## src/rtl/sensor_init_seq.sv

```systemverilog
// sensor_init_seq: walks an external register table (addr, data, post-write wait)
// and writes each entry over a level-request / done-pulse handshake, with per-entry
// retry on NACK or watchdog expiry and a programmable delay after each write.
// Latency: init_req at edge N -> wr_req after N+1; last wr_done (wait=0) at M -> init_done after M+1.
module sensor_init_seq #(
  parameter int DEPTH     = 5,     // table entries, 1..64
  parameter int AW        = 8,     // register address width
  parameter int DW        = 8,     // register data width
  parameter int WW        = 16,    // post-write wait width
  parameter int MAX_RETRY = 3,     // retries allowed per entry
  parameter int TIMEOUT   = 4095   // wr_done watchdog, cycles
) (
  input  logic                   clk,
  input  logic                   rst,
  input  logic                   init_req,
  output logic [5:0]             tbl_idx,
  input  logic [AW+DW+WW-1:0]    tbl_entry,
  output logic                   wr_req,
  output logic [AW-1:0]          wr_addr,
  output logic [DW-1:0]          wr_data,
  input  logic                   wr_done,
  input  logic                   wr_err,
  output logic                   busy,
  output logic                   init_done,
  output logic                   init_fail,
  output logic [5:0]             fail_idx
);

  // Counter widths: retry counter holds 0..MAX_RETRY, watchdog holds 0..TIMEOUT-1.
  localparam int RW = (MAX_RETRY > 0) ? $clog2(MAX_RETRY + 1) : 1;
  localparam int TW = (TIMEOUT > 1) ? $clog2(TIMEOUT + 1) : 1;

  typedef enum logic [2:0] {
    S_IDLE,
    S_ISSUE,
    S_WAIT_ACK,
    S_DELAY,
    S_NEXT,
    S_DONE,
    S_FAIL
  } state_t;

  state_t          state_q;
  logic [5:0]      idx_q;
  logic [RW-1:0]   retry_q;
  logic [TW-1:0]   wdog_q;
  logic [WW-1:0]   wait_q;
  logic            wr_req_q;
  logic [AW-1:0]   wr_addr_q;
  logic [DW-1:0]   wr_data_q;
  logic            busy_q;
  logic            init_done_q;
  logic            init_fail_q;
  logic [5:0]      fail_idx_q;

  // Fields of the entry currently addressed by tbl_idx; captured in ISSUE.
  logic [AW-1:0]   tbl_addr_d;
  logic [DW-1:0]   tbl_data_d;
  logic [WW-1:0]   tbl_wait_d;

  logic            ack_ok;
  logic            ack_bad;
  logic            wdog_hit;
  logic            retry_left;
  logic            last_entry;

  assign {tbl_addr_d, tbl_data_d, tbl_wait_d} = tbl_entry;

  // Handshake outcome and bookkeeping conditions evaluated in WAIT_ACK / NEXT.
  assign ack_ok     = wr_done & ~wr_err;
  assign ack_bad    = wr_done &  wr_err;
  assign wdog_hit   = (wdog_q == TW'(TIMEOUT - 1));
  assign retry_left = (retry_q < RW'(MAX_RETRY));
  assign last_entry = (idx_q == 6'(DEPTH - 1));

  // Sequencer: all outputs are registered and updated on the transition into each state.
  always_ff @(posedge clk or negedge rst) begin
    if (!rst) begin
      state_q     <= S_IDLE;
      idx_q       <= '0;
      retry_q     <= '0;
      wdog_q      <= '0;
      wait_q      <= '0;
      wr_req_q    <= 1'b0;
      wr_addr_q   <= '0;
      wr_data_q   <= '0;
      busy_q      <= 1'b0;
      init_done_q <= 1'b0;
      init_fail_q <= 1'b0;
      fail_idx_q  <= '0;
    end else begin
      case (state_q)
        // Quiescent states: only init_req does anything here.
        S_IDLE, S_DONE, S_FAIL: begin
          if (init_req) begin
            init_done_q <= 1'b0;
            init_fail_q <= 1'b0;
            retry_q     <= '0;
            idx_q       <= '0;
            busy_q      <= 1'b1;
            state_q     <= S_ISSUE;
          end
        end

        // Capture the table entry so the bus stays stable for the whole request.
        S_ISSUE: begin
          wr_addr_q <= tbl_addr_d;
          wr_data_q <= tbl_data_d;
          wait_q    <= tbl_wait_d;
          wdog_q    <= '0;
          wr_req_q  <= 1'b1;
          state_q   <= S_WAIT_ACK;
        end

        // Request outstanding: success, NACK or watchdog expiry.
        S_WAIT_ACK: begin
          if (ack_ok) begin
            wr_req_q <= 1'b0;
            if (wait_q != '0) begin
              state_q <= S_DELAY;
            end else begin
              state_q <= S_NEXT;
            end
          end else if (ack_bad || wdog_hit) begin
            wr_req_q <= 1'b0;
            if (retry_left) begin
              retry_q <= retry_q + 1'b1;
              state_q <= S_ISSUE;
            end else begin
              fail_idx_q  <= idx_q;
              init_fail_q <= 1'b1;
              busy_q      <= 1'b0;
              state_q     <= S_FAIL;
            end
          end else begin
            wdog_q <= wdog_q + 1'b1;
          end
        end

        // wait_q counts down so DELAY occupies exactly the programmed cycles.
        S_DELAY: begin
          if (wait_q == WW'(1)) begin
            state_q <= S_NEXT;
          end
          wait_q <= wait_q - 1'b1;
        end

        // Advance to the next entry or finish the table.
        S_NEXT: begin
          if (last_entry) begin
            init_done_q <= 1'b1;
            busy_q      <= 1'b0;
            state_q     <= S_DONE;
          end else begin
            idx_q   <= idx_q + 6'd1;
            retry_q <= '0;
            state_q <= S_ISSUE;
          end
        end

        default: begin
          state_q <= S_IDLE;
        end
      endcase
    end
  end

  assign tbl_idx   = idx_q;
  assign wr_req    = wr_req_q;
  assign wr_addr   = wr_addr_q;
  assign wr_data   = wr_data_q;
  assign busy      = busy_q;
  assign init_done = init_done_q;
  assign init_fail = init_fail_q;
  assign fail_idx  = fail_idx_q;

endmodule

```

## config.mk

```make
export PLATFORM = sky130hd
export DESIGN_NAME = sensor_init_seq
export DESIGN_NICKNAME = d
export VERILOG_FILES = /design/src/rtl/sensor_init_seq.sv
export SDC_FILE = /design/constraint.sdc
export NUM_CORES = 1
export LEC_CHECK = 0
export BUFFER_PORTS_ARGS = -buffer_cell sky130_fd_sc_hd__buf_2
export CORE_MARGIN = 5
export CORE_UTILIZATION = 55
export CTS_CLUSTER_SIZE = 28
export DETAILED_ROUTE_END_ITERATION = 10
export PLACE_DENSITY = 0.84
export SLEW_MARGIN = 20
export SYNTH_ARGS = -nofsm -noshare
export SYNTH_HDL_FRONTEND = slang
export SYNTH_SLANG_ARGS = --single-unit
```

## constraint.sdc

```tcl
create_clock -name clk -period 2.9 [get_ports clk]
set_input_delay 0.29 -clock clk [delete_from_list [all_inputs] [get_ports clk]]
set_output_delay 0.29 -clock clk [all_outputs]
set_load 0.05 [all_outputs]
```

==> impl_metrics.yaml <==
layout:
  nets: 495
  final_util_pct: 67.0
  final_area_um2: 4010
  drive_gt1_share_pct: 22.6
  final_common_cell: "nand2_1"
  layout_common_cells: "nand2_1 (85), buf_2 (68), dfrtp_1 (65), a21oi_1 (33), nor2_1 (24)"
  diodes: 0
  syn_to_final_growth_pct: 17.6
worst_setup_path:
  cp_slowest_cell: "or4_4"
  path_delay_family: "simple AND/OR/NAND/NOR gates"
  cpPeakStageDelay_ns: 0.54
  critical_path_depth: 7
  regToRegStartpoint: "wait_q[0]$_DFFE_PN0P_"
  cp_max_fo: 6
  crit_end: "state_q[2]$_DFFE_PN0P_"
  r2r_cells: 7
  required_ns: 3.19
  crit_chain: "inv_1 -> ha_1 -> nor3b_1 -> nand2_1 -> or4_4 -> nand4b_1 -> a32o_1"
  end_kind: "flip-flop"
  cp-start-kind: "flip-flop"
  crit_buf_inv: 1
  timing.rr.end: "state_q[2]$_DFFE_PN0P_"
  worstSetupPathType: "reg -> reg"
  cp.arrival_ns: 2.58
  r2r_slack_ns: 0.61
  crit_path_start: "wait_q[0]$_DFFE_PN0P_"
cts:
  cts_root_buf: "clkbuf_8"
  cts_hold_buffers: 0
  cts_resized: 0
  cts_sinks: 65
  htreeDepth: 3
  cts_tree: "yes"
  path_clk_slew_ns: 0.07
  cts_buffers: 9
  insertion_delay_ns: 0.35
  cts_setup_buffers: 0
  max-clock-path-buffers: 2
timing:
  finalHoldViolCount: 0
  fin_crit_ns: 2.29
  relSlewSlack_pct: 49.2
  fin_tns_setup_ns: 0
  finalCritPeriodShare_pct: 79.0
  fin_skew_ns: 0.00613
  setup_viol: 0
  maxSlewViolCount: 0
  rsz0062_at_grt: "no"
  max_freq_mhz: 437
  worstMarginPinSlew_ns: 0.762
synthesis:
  synthAdderAreaFrac_pct: 2.57
  ys_seq_area_share_pct: 47.7
  synth_xor_xnor_area_share_pct: 1.03
  synth-simple-area-share_pct: 25.6
  synthFlopType: "dfrtp_1"
  async_reset_ff_share_pct: 100
  synth_top_family_by_area: "simple AND/OR/NAND/NOR gates"
  synth_edf_count: 0
  synth_compound_area_share_pct: 14.8
  ys_seq_elements: 65
  syn_area_um2: 3410
  synth_cell_type_count: 46
  avgSynthCellArea_um2: 8.95
  syn_nets: 425
  synth.mux.area_fraction_pct: 5.50
  synth_cells: 381
  yosys_warnings: 0
pwr:
  leakagePower_nw: 1.91
  p_switching_mw: 2.00
  clockPowerShare_pct: 16.1
  ir_drop_mv: 0.770
  p_int_mw: 2.16
  combPwrFrac_pct: 46.2
  power_density_nw_per_um2: 1040
  p_seq_share_pct: 37.7
  switching_share_pct: 48.0
detailed_routing:
  antenna_left: 0
  avgViaCountPerCell: 5.76
  first_pass_iters: 5
  dr.first_iter.drc_count: 220
  routed_wl_um: 7950
  vias: 3054
  wl_per_cell_um: 15.0
  drc_errors: 0
floorplan:
  io_pins: 69
  row_count: 28
  dieArea_um2: 7880
  initial_core_util_pct: 56.9
  die_y_um: 88.8
  coreArea_um2: 5990
  fp.dieW_um: 88.8
placement:
  place_area_um2: 3850
  gp_congestion: 0.883
  place_hpwl_um: 5610
  io_buffers: 68
run_status:
  status: "finished clean"
grt:
  grt_pass1_vias: 3001
  antenna_found_initial: 0
  overflow: 0
  track_usage_pct: 22.3
  grt_pass1_wl_um: 13700
  grt_start_max_net_pins: 36
min_path:
  min_path_type: "in -> async"
run:
  max_cap_viol_count: 0
cells by family (layout without fill, tap and decap cells):
| group | after synthesis | in the layout |
|---|---|---|
| XOR/XNOR | 4 | 4 |
| multiplexers | 18 | 18 |
| AND/OR/NAND/NOR | 178 | 178 |
| buffers and inverters | 25 | 99 |
| flip-flops | 65 | 65 |
| AO/OA/AOI/OAI | 84 | 84 |
| adder cells (fa/ha/maj) | 7 | 7 |
cell type report:
class,count,area (um^2)
Sequential cell,65,1630
Clock inverter,4,20.0
Clock buffer,11,141
Multi-Input combinational cell,291,1690
Fill cell,491,1980
Timing Repair Buffer,75,405
Tap cell,75,93.8
Inverter,9,33.8
per-layer routing:
metal / routed length [um] / track usage, % / vias up
met5: 0 / 0 / -
met1: 3560 / 29.4 / 1464
li1: - / - / 1491
met3: 490 / 5.59 / 9
met2: 3810 / 36.0 / 90
met4: 93 / 7.28 / 0
how the worst min path moves through the flow:
| stage | end | depth (start not counted) | startpoint |
|---|---|---|---|
| after floorplan | busy$_DFFE_PN0P_ | 0 | rst |
| after global routing | wait_q[5]$_DFFE_PN0P_ | 1 | rst |
| final | wait_q[5]$_DFFE_PN0P_ | 1 | rst |
| after detailed placement | wait_q[5]$_DFFE_PN0P_ | 1 | rst |
| after global placement | wait_q[5]$_DFFE_PN0P_ | 1 | rst |
| after CTS | wait_q[5]$_DFFE_PN0P_ | 1 | rst |
power by group through the flow:
| stage | clock [mW] | combinational [mW] | sequential [mW] |
|---|---|---|---|
| after global placement | 0 | 1.86 | 1.56 |
| final | 0.669 | 1.92 | 1.57 |
| after global routing | 0.719 | 2.14 | 1.62 |
| after floorplan | 0 | 1.09 | 1.90 |
| after detailed placement | 0 | 1.92 | 1.57 |
| after CTS | 0.676 | 1.93 | 1.56 |
flip-flops by register name, summed over array words and instances (netlist names):
| register | cells |
|---|---|
| wr_addr | 8 |
| state_q | 3 |
| fail_idx | 6 |
| wdog_q | 12 |
| init_fail | 1 |
| init_done | 1 |
| retry_q | 2 |
| wr_data | 8 |
| busy | 1 |
| tbl_idx | 6 |
| wait_q | 16 |
| wr_req | 1 |
worst register-to-register path, delay by kind of cell (launching register included):
family	cells	cell delay, ns
AOI/OAI and AO/OA	1	0.16
adders and majority gates	1	0.18
buffers and inverters	1	0.10
DFF	1	0.43
and+or+nand+nor	4	1.37
cell usage after synthesis, types with 2 or more instances:
master    count  area (um^2)
xor2_1        4         35.0
nand3b_1      2         15.0
nor3b_1       2         15.0
dfrtp_1      65         1630
and3_1        3         18.8
mux2_2        6         67.6
ha_1          7         87.6
nor4b_1       2         17.5
nand4_1       6         37.5
a32o_1        2         20.0
or3_1         9         56.3
o22ai_1      14         87.6
a31oi_1       2         12.5
inv_1         9         33.8
or4_1         2         15.0
nand2_1      85          319
o41a_1        2         22.5
nand2b_1     10         62.6
nor3_1        4         20.0
nand3_1      12         60.1
or4_4         3         33.8
mux2i_1      12          120
clkbuf_1     14         52.6
nor2_1       24         90.1
nor4_1        4         25.0
o21ai_0      20          100
a21oi_1      33          165
nor2b_1       5         31.3
per-stage QoR:
step / power, mW / instances / setup WS [ns] / hold WS [ns]
global placement: 3.42 / 515 / 0.740 / 0.390
global route: 4.47 / 530 / 0.365 / 0.0644
CTS: 4.16 / 530 / 0.654 / 0.0248
detailed placement: 3.50 / 515 / 0.667 / 0.397
finish: 4.16 / 530 / 0.610 / 0.00728
floorplan: 2.99 / 381 / 0.793 / -0.00559
Power figures use the tool's default switching activity.
